File: config.mk
export PLATFORM = sky130hd
export DESIGN_NAME = return_stack
export DESIGN_NICKNAME = d
export VERILOG_FILES = /design/src/rtl/rstack_pkg.sv /design/src/rtl/rstack_mem.sv /design/src/rtl/return_stack.sv
export SDC_FILE = /design/constraint.sdc
export NUM_CORES = 1
export LEC_CHECK = 0
export ABC_AREA = 1
export BUFFER_PORTS_ARGS = -buffer_cell sky130_fd_sc_hd__buf_2
export CAP_MARGIN = 20
export CELL_PAD_IN_SITES_DETAIL_PLACEMENT = 1
export CELL_PAD_IN_SITES_GLOBAL_PLACEMENT = 2
export CORE_MARGIN = 2
export CORE_UTILIZATION = 40
export CTS_CLUSTER_DIAMETER = 80
export DETAILED_ROUTE_END_ITERATION = 10
export PLACE_DENSITY = 0.79
export SLEW_MARGIN = 20
export SYNTH_ARGS = -nofsm -noshare
export SYNTH_HDL_FRONTEND = slang
export SYNTH_SLANG_ARGS = --single-unit
export TNS_END_PERCENT = 1
File: constraint.sdc
create_clock -name write_clock -period 3.15 [get_ports write_clock]
set_input_delay 0.1575 -clock write_clock [delete_from_list [all_inputs] [get_ports write_clock]]
set_output_delay 0.1575 -clock write_clock [all_outputs]
set_load 0.05 [all_outputs]
File: src/rtl/rstack_pkg.sv
// ============================================================================
// Module : rstack_pkg
// Brief  : Shared defaults and op encoding for the CPU return stack.
// Rev    : 1.0  initial release
// ============================================================================
`default_nettype none

package rstack_pkg;

    localparam int RS_DATA_WIDTH = 16;
    localparam int RS_DEPTH      = 16;
    localparam int RS_PTR_WIDTH  = $clog2(RS_DEPTH);

    // Operation decoded from {push, pop}
    typedef enum logic [1:0] {
        RS_NOP     = 2'b00,
        RS_POP     = 2'b01,
        RS_PUSH    = 2'b10,
        RS_REPLACE = 2'b11
    } rs_op_e;

endpackage

`default_nettype wire

File: src/rtl/rstack_mem.sv
// ============================================================================
// Module : rstack_mem
// Brief  : Single-write, single-read register array holding the entries below TOS.
// Rev    : 1.0  initial release
// ============================================================================
`default_nettype none

module rstack_mem
    import rstack_pkg::*;
#(
    parameter int DATA_WIDTH = RS_DATA_WIDTH,
    parameter int DEPTH      = RS_DEPTH,
    parameter int PTR_WIDTH  = RS_PTR_WIDTH
) (
    input  logic                  write_clock,
    input  logic                  wr_en,
    input  logic [PTR_WIDTH-1:0]  wr_addr,
    input  logic [DATA_WIDTH-1:0] wr_data,
    input  logic [PTR_WIDTH-1:0]  rd_addr,
    output logic [DATA_WIDTH-1:0] rd_data
);

    logic [DATA_WIDTH-1:0] r_mem [0:DEPTH-2];

    always_ff @(posedge write_clock) begin
        if (wr_en) begin
            r_mem[wr_addr] <= wr_data;
        end
    end

    // Read is combinational so a pop can load the next entry on the same edge.
    assign rd_data = r_mem[rd_addr];

endmodule

`default_nettype wire

File: src/rtl/return_stack.sv
// ============================================================================
// Module : return_stack
// Brief  : Return stack with registered TOS, sticky error flags and an
//          optional halt request enabled by macro RSTACK_ERR_HALT_EN.
// Rev    : 1.0  initial release
// ============================================================================
`default_nettype none

module return_stack
    import rstack_pkg::*;
#(
    parameter int DATA_WIDTH = RS_DATA_WIDTH,
    parameter int DEPTH      = RS_DEPTH,
    parameter int PTR_WIDTH  = RS_PTR_WIDTH
) (
    input  logic                  write_clock,
    input  logic                  reset,
    input  logic                  push,
    input  logic                  pop,
    input  logic [DATA_WIDTH-1:0] push_data,
    input  logic                  clear_err,
    output logic [DATA_WIDTH-1:0] tos,
    output logic [PTR_WIDTH:0]    depth,
    output logic                  empty,
    output logic                  full,
    output logic                  overflow,
    output logic                  underflow,
    output logic                  halt_req
);

    localparam logic [PTR_WIDTH:0]   c_FULL_DEPTH = (PTR_WIDTH+1)'(DEPTH);
    localparam logic [PTR_WIDTH:0]   c_DEPTH_ONE  = (PTR_WIDTH+1)'(1);
    localparam logic [PTR_WIDTH-1:0] c_PTR_ONE    = PTR_WIDTH'(1);
    localparam logic [PTR_WIDTH-1:0] c_PTR_TWO    = PTR_WIDTH'(2);

    logic [DATA_WIDTH-1:0] r_tos;
    logic [PTR_WIDTH:0]    r_depth;
    logic                  r_overflow;
    logic                  r_underflow;

    rs_op_e                w_op;
    logic [DATA_WIDTH-1:0] w_nxt_tos;
    logic [PTR_WIDTH:0]    w_nxt_depth;
    logic                  w_empty;
    logic                  w_full;
    logic                  w_wr_en;
    logic                  w_ovf_evt;
    logic                  w_unf_evt;
    logic                  w_nxt_ovf;
    logic                  w_nxt_unf;
    logic [PTR_WIDTH-1:0]  w_wr_addr;
    logic [PTR_WIDTH-1:0]  w_rd_addr;
    logic [DATA_WIDTH-1:0] w_rd_data;

    assign w_empty = (r_depth == '0);
    assign w_full  = (r_depth == c_FULL_DEPTH);

    // Low-bit wrap makes depth==DEPTH read slot DEPTH-2, as required.
    assign w_wr_addr = r_depth[PTR_WIDTH-1:0] - c_PTR_ONE;
    assign w_rd_addr = r_depth[PTR_WIDTH-1:0] - c_PTR_TWO;

    always_comb begin
        w_op        = rs_op_e'({push, pop});
        w_nxt_tos   = r_tos;
        w_nxt_depth = r_depth;
        w_wr_en     = 1'b0;
        w_ovf_evt   = 1'b0;
        w_unf_evt   = 1'b0;
        case (w_op)
            RS_PUSH, RS_REPLACE: begin
                if (w_op == RS_REPLACE && !w_empty) begin
                    w_nxt_tos = push_data;
                end else if (w_full) begin
                    w_ovf_evt = 1'b1;
                end else begin
                    w_wr_en     = !w_empty;
                    w_nxt_tos   = push_data;
                    w_nxt_depth = r_depth + c_DEPTH_ONE;
                end
            end
            RS_POP: begin
                if (w_empty) begin
                    w_unf_evt = 1'b1;
                end else if (r_depth == c_DEPTH_ONE) begin
                    w_nxt_tos   = '0;
                    w_nxt_depth = '0;
                end else begin
                    w_nxt_tos   = w_rd_data;
                    w_nxt_depth = r_depth - c_DEPTH_ONE;
                end
            end
            default: ;
        endcase
    end

    // An error event in the same cycle as clear_err keeps the flag set.
    assign w_nxt_ovf = w_ovf_evt | (r_overflow  & ~clear_err);
    assign w_nxt_unf = w_unf_evt | (r_underflow & ~clear_err);

    always_ff @(posedge write_clock) begin
        if (reset) begin
            r_tos       <= '0;
            r_depth     <= '0;
            r_overflow  <= 1'b0;
            r_underflow <= 1'b0;
        end else begin
            r_tos       <= w_nxt_tos;
            r_depth     <= w_nxt_depth;
            r_overflow  <= w_nxt_ovf;
            r_underflow <= w_nxt_unf;
        end
    end

    rstack_mem #(
        .DATA_WIDTH (DATA_WIDTH),
        .DEPTH      (DEPTH),
        .PTR_WIDTH  (PTR_WIDTH)
    ) u_mem (
        .write_clock (write_clock),
        .wr_en       (w_wr_en),
        .wr_addr     (w_wr_addr),
        .wr_data     (r_tos),
        .rd_addr     (w_rd_addr),
        .rd_data     (w_rd_data)
    );

`ifdef RSTACK_ERR_HALT_EN
    logic r_halt;

    always_ff @(posedge write_clock) begin
        if (reset) begin
            r_halt <= 1'b0;
        end else begin
            r_halt <= w_nxt_ovf | w_nxt_unf;
        end
    end

    assign halt_req = r_halt;
`else
    assign halt_req = 1'b0;
`endif

    assign tos       = r_tos;
    assign depth     = r_depth;
    assign empty     = w_empty;
    assign full      = w_full;
    assign overflow  = r_overflow;
    assign underflow = r_underflow;

endmodule

`default_nettype wire

======== Word-level counts from Yosys, hierarchy flattened ========
Memories as Yosys holds them, arrays and structs flattened.
Index checks and enable logic that the tools add are counted.
W data, S select, Z words.
storage, ports and cells
  RAM bits ................................ 240
  logic and storage cells ................. 50
  register bits after elaboration ......... 23
  memories ................................ 1
  bits of input ports ..................... 21
  output and inout bits ................... 26
operators by class
  eq/ne operators ......................... 9
  muxes and demuxes ....................... 20
  $add $sub $neg .......................... 4
  reductions and logical operators ........ 7
  bitwise operators ....................... 5
memories
  memory       words  bits a word  read ports  clocked after Yosys merged registers in  wr ports  line              source
  u_mem.r_mem  15     16           1           0                                        1         rstack_mem.sv:23  logic [DATA_WIDTH-1:0] r_mem [0:DEPTH-2];
operator list
  operator               number
  $mux W16               4
  $pmux W16 S2           1
  $mux W5                4
  $mux W1                10
  $pmux W5 S2            1
  $ne A2 B2 Y1 const B   3
  $add A5 B1 Y5 const B  1
  $eq A5 B1 Y1 const B   1
  $eq A5 B5 Y1 const B   1
  $logic_not A5 Y1       1
  $sub A5 B1 Y5 const B  1
  $eq A2 B2 Y1 const B   2
  $reduce_and A4 Y1      1
  $sub A4 B1 Y4 const B  1
  $sub A4 B2 Y4 const B  1
  $ne A3 B3 Y1 const B   1
  $reduce_and A3 Y1      1
  $and A1 B1 Y1          2
  $eq A2 B1 Y1 const B   1
  $or A1 B1 Y1           2
  $reduce_bool A2 Y1     1
  $reduce_or A2 Y1       1
  $logic_and A1 B1 Y1    1
  $logic_not A1 Y1       1
  $not A1 Y1             1

======== Depth between registers and ports, before layout ========
Gate-level depths: netlist (run 1).
  word-level depth ........................ 7
  gate-level depth with buffers ........... 15
  depth with buffers taken out ............ 11

======== Cells and area by module ========
Synthesis (run 1) repeated with hierarchy kept, for this count alone.
second synthesis, totals
  cell total of the unflattened synthesis .. 1185
  area total of the unflattened synthesis .. 11713.7 um^2
modules (own cells, without submodules)
  module        cells each  area an instance (um^2)  seq. area each (um^2)  times used
  rstack_mem    943         10128.5                  7206.9                 1
  return_stack  242         1585.3                   460.4                  1

======== Worst setup path before layout (run 1) ========
No wires, ideal clock.
  path kind ............................... register to register
  from .................................... register r_depth[0] (netlist: depth[0])
  to ...................................... memory u_mem.r_mem[10][0] (netlist bit), enable pin
  required time ........................... 2.762 ns
  period minus slack after synthesis ...... 3.116 ns
  data arrival time ....................... 2.728 ns
  slack ................................... 0.034 ns
  buffers on the path ..................... 3
  stages on the path, launching flop included .. 11
  library setup time ...................... 0.388 ns
  cells stage by stage .................... dfxtp_1 -> buf_4 -> inv_2 -> buf_6 -> buf_6 -> ha_1 -> inv_1 -> nor3_4 -> nor3_1 -> nand2_1 -> nor2_1
between the ends
  longest elaborated chain between the ends .. 7
  elaborated cells on any way between the ends .. 10
  classes of those cells .................. add/sub (1); eq/ne (1); mux (5); reduce/logical (3)
ends and longest elaborated chain
  what                                            line                                    source
  from (decl)                                     return_stack.sv:37                      logic [PTR_WIDTH:0] r_depth;
  from (signal assigned)                          return_stack.sv:108                     r_depth <= w_nxt_depth;
  $logic_not A5 Y1                                return_stack.sv:55                      assign w_empty = (r_depth == '0);
  $logic_not A1 Y1                                return_stack.sv:71, return_stack.sv:76
  $mux W1 or $logic_and A1 B1 Y1 (tied branches)  return_stack.sv:73, return_stack.sv:71
  $mux W1                                         return_stack.sv:71                      if (w_op == RS_REPLACE && !w_empty) begin
  $mux W1                                         return_stack.sv:69                      case (w_op)
  $mux W1                                         rstack_mem.sv:26                        if (wr_en) begin
  $mux W1 (implied by the code)                   rstack_mem.sv:27                        r_mem[wr_addr] <= wr_data;
  to (decl)                                       rstack_mem.sv:23
Several ways; a longest one is shown, not always the timed one.

======== Worst setup path in the final report (run 1) ========
  from .................................... register r_depth[0] (netlist: depth[0])
  to ...................................... register r_tos[8] (netlist: tos[8])
between the ends
  longest elaborated chain between the ends .. 5
  elaborated cells on any way between the ends .. 14
  classes of those cells .................. add/sub (1); eq/ne (4); mux (4); reduce/logical (4); memory (1)
ends and longest elaborated chain
  what                                                 line                                    source
  $sub A4 B2 Y4 or $logic_not A5 Y1 (tied branches)    return_stack.sv:60, return_stack.sv:55
  $mem_v2 Z15 W16 or $logic_not A1 Y1 (tied branches)  -
  $mux W16 or $logic_and A1 B1 Y1 (tied branches)      return_stack.sv:84, return_stack.sv:71
  $mux W16, or another cell as far along               return_stack.sv:82                      if (w_empty) begin
  $pmux W16 S2 or $reduce_and A3 Y1 (tied branches)    -
  to (signal assigned)                                 return_stack.sv:107                     r_tos <= w_nxt_tos;
  to (decl)                                            return_stack.sv:36                      logic [DATA_WIDTH-1:0] r_tos;
Several ways; a longest one is shown, not always the timed one. The select of a mux whose other input is x is not followed.
A chain may end at the register's enable or synchronous reset.

==> metrics.md, run 1 <==
| Metric | Value |
|---|---|
| # DRC | `0` |
| Flop-to-flop setup slack | `~630 ps` |
| Final setup fails | `0` |
| FF/Latch Area | `7670 sq um` |
| Post-DRT Antenna Nets | `0` |
| Setup Buffers After CTS | `0` |
| Via density | `roughly 5.0` |
| Post-synth top area share | `61.7%` |
| TritonCTS buffer count | `28` |
| Die Wd | `between 150 and 200 um` |
| CTS Buffer Depth | `3` |
| Final period util | `79.9%` |
| Internal | `around 7.4 mW` |
| Met2 usage | `a little under two fifths` |
| Post-synth top area cell | `edfxtp_1` |
| Chip height | `~170 um` |
| Clock latency on the worst-skew pair | `~560 ps` |
| Mapped cell area | `~12,000 sq um` |
| H-tree depth | `1` |
| Die ar. | `30,600 sq um` |
| Fillers | `3,201` |
| # rows | `between 60 and 70` |
| Sequential share of power | `between 30% and 40%` |
| Setup slack after layout | `between 600 and 700 ps` |
| Status | `completed` |
| Share of layout cells above drive strength 1 | `a little over an eighth` |
| Number of I/O port buffers | `45` |
| First-pass GRT wire length | `51,500 um` |
| Warnings, synthesis | `0` |
| Total wire length | `approximately 33,000 um` |
| Initial antenna violation count | `0` |
| Switching share of power | `around two fifths` |
| Layout area overhead | `16.0%` |
| Peak supply drop | `0.466 mV` |
| Clock share of power | `between 20% and 30%` |
| Leakage | `around 5.7 nW` |
| Clock Root Buffer | `clkbuf_16` |
| Synthesized net count | `1,195` |
| Initial Util | `40.7%` |
| GP Congestion | `between 0.8 and 0.9` |
| Vias | `8,307` |
| Hold WC Path Type | `input pin to register` |
| Seq/Total Area, Yosys | `between 60 and 70%` |
| Post-layout min period | `around 2500 ps` |
| Final Net Count | `roughly 1,300` |
| Reg clk slew, reported paths | `~70 ps` |
| Final-report hold violation count | `0` |
| WP data arrival | `3010 ps` |
| Grt ovf | `0` |
| Switching power | `around 4.8 mW` |
| Syn_area_per_cell | `between 10 and 15 sq um` |
| Combinational power share | `approximately a third` |
| Post-Route Setup TNS | `0 ps` |
| Worst slack, placed | `between 600 and 700 ps` |
| Critical path class | `register to register` |
| Synth Register Bits | `between 200 and 300` |
| Largest cells by area after synthesis | `edfxtp_1 62%, nand2_1 11%, nand3_1 6.3%, inv_1 5.4%, dfxtp_1 3.9%` |
| Final slew viol count | `0` |
| Routed len/inst | `about 20 um` |
| DRT Pass-1 Iters | `5` |
| Final total power | `between 10 and 15 mW` |
| CP startpoint kind | `register` |
| Slew headroom | `between 30 and 40%` |
| Highest fanout seen on the critical path | `57` |
| Core area | `between 20,000 and 30,000 sq um` |
| Initial DRC count | `about 560` |
| Distinct cells, synth | `29` |
| Number of global-route vias before repair | `just under 9,000` |
| Pin count of the biggest net entering global routing | `between 80 and 90` |
| Total track usage | `between 20% and 30%` |
| Ports | `47` |
| DP Wirelength | `around 21,000 um` |
| # Max-Cap Violations | `0` |
| CTS tree | `done` |
| RSZ-0062 raised after global routing | `false` |
| Syn Inst Count | `around 1,200` |
| CP required | `about 3600 ps` |
| Endpoint type of the worst setup path | `register` |
| Top Usage Layer GRT | `met2` |
| Number of clock sinks | `263` |
| Post-placement cell area | `approximately 12,000 sq um` |
| Grt met3 use | `2.35%` |
| Setup Skew | `24.5 ps` |
| Final Cell Area | `roughly 14,000 sq um` |
| PD cells | `between 800 and 900 nW/um^2` |
| Slew @ Worst Pin | `between 900 and 1000 ps` |
| Multi-input logic area | `between 3000 and 4000 sq um` |
| Met1 usage | `30.6%` |
| FMAX | `about 0.40 GHz` |
-- sequential cells by signal, summed over array words and instances, names as in the netlist --
name,count
depth,5
underflow,1
u_mem.r_mem,240
tos,16
overflow,1
-- kinds of logic (layout without fill, tap and decap cells) --
family                     Yosys count  count (layout)  synth area share, %
xor gates and xnor gates             6               6                0.450
AOI/OAI and AO/OA                   83              83                 3.82
buffers and inverters              230             325                 8.72
other                                1               2               0.0321
adders and majority gates            9               9                0.963
DFF                                263             263                 65.6
and+or+nand+nor                    573             573                 20.4
-- layer usage --
metal  vias to the layer above  wire length, um  share of wire, %
li1                       3930                -                 -
met1                      4142            15300                46
met2                       189            15700                47
met3                        46             1420               4.3
met4                         0              739               2.2
met5                         -                0                 0
-- stage by stage --
step,util (%),instances,hold WS [ps]
floorplan,-,1165,220
global placement,43.2,1573,404
detailed placement,43.2,1573,400
CTS,47.2,1644,11.0
global route,47.2,1644,48.7
finish,47.2,1645,29.9
-- power by group through the flow --
stage	sequential (mW)	combinational [mW]	clock, mW
2_1_floorplan	4.81	2.49	0
3_3_place_gp	4.68	4.01	0
3_5_place_dp	4.69	4.06	0
4_1_cts	4.62	4.10	3.50
5_1_grt	4.66	4.47	3.64
6_report	4.62	4.06	3.45
-- final cells by class --
cell class,instances,area share (%)
Clock inverter,18,1.59
Timing Repair Buffer,102,5.44
Multi-Input combinational cell,672,22.4
Sequential cell,263,56.6
Antenna cell,1,0.0185
Tap cell,384,3.54
Inverter,171,4.76
Clock buffer,34,5.63
-- worst paths after layout --
kind / from / end / depth (start not counted)
worst max-delay path: depth[0]$_SDFFE_PP0P_ / tos[8]$_SDFFE_PP0P_ / 11
worst min-delay path: pop / overflow$_SDFF_PP0_ / 4
worst max register to register: depth[0]$_SDFFE_PP0P_ / tos[8]$_SDFFE_PP0P_ / 11
worst min register to register: underflow$_SDFF_PP0_ / underflow$_SDFF_PP0_ / 2
-- synthesized netlist by cell type, drive strengths merged --
library cell	count
a21oi	39
buf	48
clkbuf	11
conb	1
dfxtp	23
edfxtp	240
ha	9
inv	171
nand2	353
nand3	147
nor2	71
nor3	2
o21ai	43
o22ai	1
xnor2	3
xor2	3
-- cells in the final DEF (no fill, tap or decap), types with 4 or more instances in the layout --
master	instances
o21ai_0	29
o21ai_1	13
buf_2	45
a21oi_1	32
nand3_1	147
clkbuf_16	28
ha_1	9
nor2_2	15
nor2_1	56
dlygate4sd3_1	19
buf_4	35
edfxtp_1	240
clkbuf_8	4
dfxtp_1	21
inv_1	166
nand2_2	6
clkinv_2	8
nand2_1	345
bufinv_16	4
a21oi_2	7
-- worst max-delay path: stages (launching register included) --
cell and delay [ps]:
dfxtp_4 360, clkinv_2 60, buf_4 550, buf_4 580
nand2_1 90, nand2_1 80, nand2_1 50, nand3_1 150
nand2_1 130, nand2_1 90, nand3_1 110, a21oi_2 150
-- repair_timing --
item / CTS / global route
endpoints found under the hold margin: 20 / 0
resized for setup: 0 / 0
hold buffers: 19 / 0
No activity file was read; power rests on OpenSTA's default activity.
==> inputs of run 2 (changes only) <==
==> constraint.sdc (replaced) <==
create_clock -name write_clock -period 2.6 [get_ports write_clock]
set_input_delay 0.13 -clock write_clock [delete_from_list [all_inputs] [get_ports write_clock]]
set_output_delay 0.13 -clock write_clock [all_outputs]
set_load 0.05 [all_outputs]
==> run 2 against run 1 <==
Compared with the run above: count of clock-buffer cells in the layout down 2; largest cell class unchanged; critical path depth down 5; total power increased by 24%; setup slack worse by 370 ps.
==> metrics.md, run 2 (same netlist as run 1, synthesis figures left out) <==
| Metric | Value |
|---|---|
| Status | `completed` |
| Final slew viol count | `0 (unchanged)` |
| Number of clock sinks | `263 (unchanged)` |
| Routed length on met1 | `15,000 um (-2.3%)` |
| Via density | `5.02 (-0.54%)` |
| Top Family by Delay on Critical Path | `buffers and inverters` |
| FMAX | `0.429 GHz (+7.9%)` |
| Final Cell Area | `13,800 sq um (+1.8%)` |
| Total track usage | `22.0% (about the same)` |
| Multi-input logic area | `3120 sq um (+2.5%)` |
| H-tree depth | `1 (unchanged)` |
| PostCTS Resize Cnt | `0 (unchanged)` |
| Diode count | `0 (-1)` |
| Final Net Count | `1,277 (+0.71%)` |
| Post-DRT Antenna Nets | `0 (unchanged)` |
| Setup Skew | `14.5 ps (-9.99 ps)` |
| Routed len/inst | `20.1 um (-0.28%)` |
| Top Metal Used | `met4` |
| # rows | `62 (unchanged)` |
| Final Non-Filler Cells | `1,651 (+0.36%)` |
| # Max-Cap Violations | `0 (unchanged)` |
| Number of global-route vias before repair | `8,661 (-2.2%)` |
| Highest fanout seen on the critical path | `60 (+5.3%)` |
| Final-report hold violation count | `0 (unchanged)` |
| TritonCTS buffer count | `28 (unchanged)` |
| Pin count of the biggest net entering global routing | `84 (+1.2%)` |
| Peak supply drop | `0.727 mV (+56%)` |
| Most common cell after layout, fill and taps aside | `nand2_1` |
| Biggest register | `u_mem.r_mem` |
| Post-layout min period | `2330 ps (-185 ps)` |
| CP cell instances | `clkinv_2 -> buf_4 -> ha_1 -> nand2_1 -> nor2_4 -> buf_12` |
| # hold bufs at CTS | `20 (+1)` |
| Setup Buffers After CTS | `0 (unchanged)` |
| Routed wl met3 | `1190 um (-16%)` |
| Final setup fails | `0 (unchanged)` |
| WP data arrival | `2570 ps (-440 ps)` |
| Slew headroom | `37.1% (+2.5 points)` |
| Vias | `8,292 (-0.18%)` |
| Fillers | `3,217 (+0.50%)` |
| Slew @ Worst Pin | `943 ps (-36.9 ps)` |
| Max stage delay on crit path | `550 ps (-30 ps)` |
| DRT Pass-1 Iters | `5 (unchanged)` |
| Chip height | `175 um (unchanged)` |
| Share of layout cells above drive strength 1 | `13.7% (+0.16 points)` |
| Die ar. | `30,600 sq um (unchanged)` |
| Leakage | `5.81 nW (+1.5%)` |
| CP required | `2840 ps (-800 ps)` |
| GP Congestion | `0.778 (-3.4%)` |
| Post-placement cell area | `12,600 sq um (+1.5%)` |
| Clock Root Buffer | `clkbuf_16` |
| Most frequent cells in the layout | `345 x nand2_1, 240 x edfxtp_1, 166 x inv_1` |
| FF/Latch Area | `7670 sq um (unchanged)` |
| Grt ovf | `0 (unchanged)` |
| Worst slack, placed | `262 ps (-383 ps)` |
| Final period util | `89.7% (+9.8 points)` |
| PD cells | `1090 nW/um^2 (+22%)` |
| Max stage delay cell, worst path | `buf_4` |
| Core area | `28,700 sq um (unchanged)` |
| CTS Buffer Depth | `3 (unchanged)` |
| Reg clk slew, reported paths | `60 ps (about the same)` |
| CP startpoint kind | `register` |
| RSZ-0062 raised after global routing | `false` |
| Endpoint type of the worst setup path | `register` |
| CTS tree | `done` |
| Ports | `47 (unchanged)` |
| Die Wd | `175 um (unchanged)` |
| Critical path class | `register to register` |
| Buffers and inverters on the worst path | `3 (unchanged)` |
| Max reg flops | `240 (unchanged)` |
| Total wire length | `33,200 um (about the same)` |
| Number of I/O port buffers | `45 (unchanged)` |
| Initial antenna violation count | `0 (unchanged)` |
| # DRC | `0 (unchanged)` |
| First-pass GRT wire length | `51,100 um (-0.72%)` |
| Setup slack after layout | `267 ps (-365 ps)` |
| Post-placement cell count | `1,581 (+0.51%)` |
| Layout area overhead | `18.1%` |
| Hold WC Path Type | `input pin to register` |
| DP Wirelength | `20,000 um (-3.4%)` |
| Initial Util | `40.7% (unchanged)` |
| Clock latency on the worst-skew pair | `540 ps (-20 ps)` |
| Initial DRC count | `483 (-13%)` |
| DR WL met2 | `16,400 um (+4.3%)` |
[run 2: cell types whose count changed in the layout (fill, tap and decap cells not counted), moves of 4 or more]
| cell | before | now |
|---|---|---|
| buf_12 | 3 | 7 |
| buf_4 | 35 | 39 |
| bufinv_16 | 4 | 8 |
| nor2_2 | 15 | 0 |
| nor2_4 | 0 | 15 |
[run 2: worst paths after layout]
kind	slack [ps]	end	depth (start not counted)	start
worst min-delay path	70	underflow$_SDFF_PP0_	5	pop
worst max register to register	270	u_mem.r_mem[5][5]$_DFFE_PP_	6	depth[0]$_SDFFE_PP0P_
worst max-delay path	270	u_mem.r_mem[5][5]$_DFFE_PP_	6	depth[0]$_SDFFE_PP0P_
worst min register to register	460	overflow$_SDFF_PP0_	2	overflow$_SDFF_PP0_
[run 2: worst register-to-register path, cell delays in order, from the launching register on]
cell and delay [ps]:
dfxtp_4 370, clkinv_2 80, buf_4 550, ha_1 290
nand2_1 250, nor2_4 320, buf_12 190
[run 2: layout make-up]
class	count	area share, %
Timing Repair Buffer	111	6.22
Inverter	171	4.68
Sequential cell	263	55.6
Clock inverter	18	2.07
Multi-Input combinational cell	672	22.6
Tap cell	384	3.48
Clock buffer	32	5.41
[run 2: per-layer routing]
metal  track usage, %  vias to the layer above
met2             37.8                      178
li1                 -                     3950
met4             5.80                        0
met1             30.2                     4121
met5                0                        -
met3             1.94                       43
[run 2: power breakdown]
| group | switching (mW) | internal (mW) |
|---|---|---|
| clock | 1.63 | 2.83 |
| sequential | 0.403 | 5.16 |
| combinational | 3.63 | 1.38 |
[run 2: metrics by stage]
step | utilization [%] | power (mW) | setup TNS, ps | hold WS [ps]
after floorplan | - | 8.98 | -2980 | 192
after global placement | 43.8 | 10.6 | 0 | 381
after detailed placement | 43.8 | 10.7 | 0 | 385
after CTS | 48.1 | 15.2 | 0 | 56.8
after global routing | 48.1 | 15.8 | 0 | 129
final | 48.1 | 15.0 | 0 | 73.4
==> inputs of run 3 (changes only) <==
--- a/config.mk
+++ b/config.mk
@@ -11,10 +11,10 @@
 export CELL_PAD_IN_SITES_DETAIL_PLACEMENT = 1
 export CELL_PAD_IN_SITES_GLOBAL_PLACEMENT = 2
 export CORE_MARGIN = 2
-export CORE_UTILIZATION = 40
+export CORE_UTILIZATION = 44
 export CTS_CLUSTER_DIAMETER = 80
 export DETAILED_ROUTE_END_ITERATION = 10
-export PLACE_DENSITY = 0.79
+export PLACE_DENSITY = 0.85
 export SLEW_MARGIN = 20
 export SYNTH_ARGS = -nofsm -noshare
 export SYNTH_HDL_FRONTEND = slang
==> constraint.sdc (replaced) <==
create_clock -name write_clock -period 2.7 [get_ports write_clock]
set_input_delay 0.135 -clock write_clock [delete_from_list [all_inputs] [get_ports write_clock]]
set_output_delay 0.135 -clock write_clock [all_outputs]
set_load 0.05 [all_outputs]
==> run 3 against run 2 <==
Compared with the run above: die area decreased by 8.9%; setup slack got worse by 21 ps; global-route usage increased by 2.8 points; flip-flop and latch count unchanged; critical path type unchanged; critical endpoint is now u_mem.r_mem[0][9]$_DFFE_PP_; largest cell class unchanged; highest routed layer unchanged.
==> metrics.md, run 3 (same netlist as run 1, synthesis figures left out) <==
| Metric | Value |
|---|---|
| DP Wirelength | `22,300 um (+11%)` |
| PD cells | `1050 nW/um^2 (-3.8%)` |
| Ports | `47 (unchanged)` |
| Hold Path Origin | `pop` |
| Share of layout cells above drive strength 1 | `12.1% (-1.6 points)` |
| H-tree depth | `1 (unchanged)` |
| Die Wd | `167 um (-4.5%)` |
| Die ar. | `27,900 sq um (-8.9%)` |
| Status | `completed` |
| CP required | `2870 ps (+30 ps)` |
| Flop-to-flop setup slack | `250 ps (-20 ps)` |
| PostCTS Resize Cnt | `0 (unchanged)` |
| Biggest register | `u_mem.r_mem` |
| Hold WC Path Type | `input pin to register` |
| Layout area overhead | `14.8%` |
| Vias | `8,387 (+1.1%)` |
| Reg2reg start | `depth[0]$_SDFFE_PP0P_` |
| Fillers | `2,882 (-10%)` |
| Critical Path End | `u_mem.r_mem[0][9]$_DFFE_PP_` |
| Switching power | `5.64 mW (-0.48%)` |
| # Max-Cap Violations | `0 (unchanged)` |
| Reg clk slew, reported paths | `60 ps (about the same)` |
| Critical path class | `register to register` |
| Setup Skew | `7.49 ps (-6.99 ps)` |
| DRT Pass-1 Iters | `5 (unchanged)` |
| Final Non-Filler Cells | `1,587 (-3.9%)` |
| Post-Route Setup TNS | `0 ps (unchanged)` |
| Slew headroom | `43.7% (+6.6 points)` |
| WP data arrival | `2630 ps (+60 ps)` |
| Final core occ | `51.5% (+3.4 points)` |
| Chip height | `167 um (-4.5%)` |
| Final setup fails | `0 (unchanged)` |
| # rows | `59 (-4.8%)` |
| Reg2reg path depth | `6 (unchanged)` |
| Most frequent CP cell | `nand2_1` |
| FMAX | `0.407 GHz (-4.9%)` |
| CP startpoint kind | `register` |
| Endpoint type of the worst setup path | `register` |
| Clock share of power | `26.4% (-3.3 points)` |
| Core area | `26,100 sq um (-9.2%)` |
| Reg2reg end | `u_mem.r_mem[0][9]$_DFFE_PP_` |
| Number of global-route vias before repair | `8,656 (-0.058%)` |
| Grt ovf | `0 (unchanged)` |
| Internal | `8.42 mW (-10%)` |
| Clock latency on the worst-skew pair | `540 ps (about the same)` |
| Number of clock sinks | `263 (unchanged)` |
| Final slew viol count | `0 (unchanged)` |
| Initial DRC count | `722 (+49%)` |
| Max reg flops | `240 (unchanged)` |
| Setup slack after layout | `246 ps (-21.4 ps)` |
| Post-DRT Antenna Nets | `0 (unchanged)` |
| GP Congestion | `0.859 (+10%)` |
| Switching share of power | `40.1% (+2.4 points)` |
| RSZ-0062 raised after global routing | `false` |
| Fin Hold WS | `31.0 ps (-42.4 ps)` |
| Final Net Count | `1,262 (-1.2%)` |
| TritonCTS buffer count | `28 (unchanged)` |
| Final period util | `90.9% (+1.2 points)` |
| Slew @ Worst Pin | `843 ps (-100 ps)` |
| Post-layout min period | `2450 ps (+121 ps)` |
| Peak supply drop | `0.671 mV (-7.7%)` |
| CTS Buffer Depth | `3 (unchanged)` |
| CTS tree | `done` |
| Sequential share of power | `37.5% (+0.5 points)` |
| Total wire length | `34,500 um (+4.1%)` |
| Combinational power share | `36.0% (+2.6 points)` |
| Most frequent cells in the layout | `345 x nand2_1, 240 x edfxtp_1, 166 x inv_1` |
| Post-placement cell count | `1,518 (-4.0%)` |
| Worst slack, placed | `263 ps (+1.15 ps)` |
| Worst setup path start | `depth[0]$_SDFFE_PP0P_` |
| Highest fanout seen on the critical path | `19 (-68%)` |
| CP cell instances | `buf_4 -> nand2_1 -> nand2_1 -> xor2_1 -> nand2_1 -> nor2_4` |
| Number of I/O port buffers | `45 (unchanged)` |
| Diode count | `0 (unchanged)` |
| Clock Root Buffer | `clkbuf_16` |
| Max stage delay on crit path | `570 ps (+20 ps)` |
| Final-report hold violation count | `0 (unchanged)` |
| # DRC | `0 (unchanged)` |
| Routed len/inst | `21.8 um (+8.3%)` |
| Leakage | `5.64 nW (-2.9%)` |
| Initial antenna violation count | `0 (unchanged)` |
| Max stage delay cell, worst path | `nor2_4` |
| Pin count of the biggest net entering global routing | `112 (+33%)` |
| First-pass GRT wire length | `52,800 um (+3.2%)` |
| Most common cell after layout, fill and taps aside | `nand2_1` |
| Total track usage | `24.8% (+2.8 points)` |
| Via density | `5.28 (+5.2%)` |
| Initial Util | `44.9% (+4.1 points)` |
[run 3: cell count changes in the layout (fill, tap and decap cells not counted), sizes merged]
| cell | change |
|---|---|
| buf | -14 |
| dlygate4sd3 | -1 |
| bufinv | -6 |
| clkbuf | +10 |
| clkinv | -4 |
[run 3: through the flow]
step / total power [mW] / area, sq um
finish: 14.1 / 13400
global route: 14.7 / 13400
CTS: 14.1 / 13400
detailed placement: 10.3 / 12400
global placement: 10.3 / 12400
floorplan: 8.65 / 11800
[run 3: layout make-up]
type	instances	area [sq um]	area share [%]
clock buffers	42	785	5.85
well taps	335	419	3.12
flip-flops and latches	263	7670	57.2
multi-input cells	672	3120	23.2
inverters	171	646	4.81
clock inverters	8	87.6	0.653
repair buffers	96	693	5.17
[run 3: power by group through the flow]
stage / registers, mW / clock network (mW) / logic, mW
6_report: 5.28 / 3.72 / 5.07
5_1_grt: 5.30 / 3.92 / 5.49
4_1_cts: 5.27 / 3.77 / 5.05
3_5_place_dp: 5.36 / 0 / 4.97
3_3_place_gp: 5.34 / 0 / 4.93
2_1_floorplan: 5.61 / 0 / 3.04
[run 3: layer usage]
layer	part of all wire, %	up-vias	track usage [%]
met5	0	-	0
met4	2.0	0	5.47
li1	-	3920	-
met1	45	4168	35.6
met3	6.5	48	3.78
met2	47	251	40.2
[run 3: worst min path at each step]
stage                             to  slack, ps  depth (start not counted)
2_1_floorplan  depth[2]$_SDFFE_PP0P_        200                          1
3_3_place_gp   depth[2]$_SDFFE_PP0P_        370                          2
3_5_place_dp   depth[2]$_SDFFE_PP0P_        370                          2
4_1_cts          overflow$_SDFF_PP0_         20                          4
5_1_grt          overflow$_SDFF_PP0_         60                          4
6_report         overflow$_SDFF_PP0_         30                          4
[run 3: worst max-delay path: cells and delay by family (launching register included)]
family	cells	cell delay [ps]
flip-flops	1	350
AND/OR/NAND/NOR	4	1110
XOR/XNOR	1	360
buffers and inverters	1	260
[run 3: what timing repair did]
| action | 4_1_cts | 5_1_grt |
|---|---|---|
| buffers inserted | 0 | 0 |
| hold buffers | 19 | 0 |
| hold endpoints to repair | 20 | 0 |
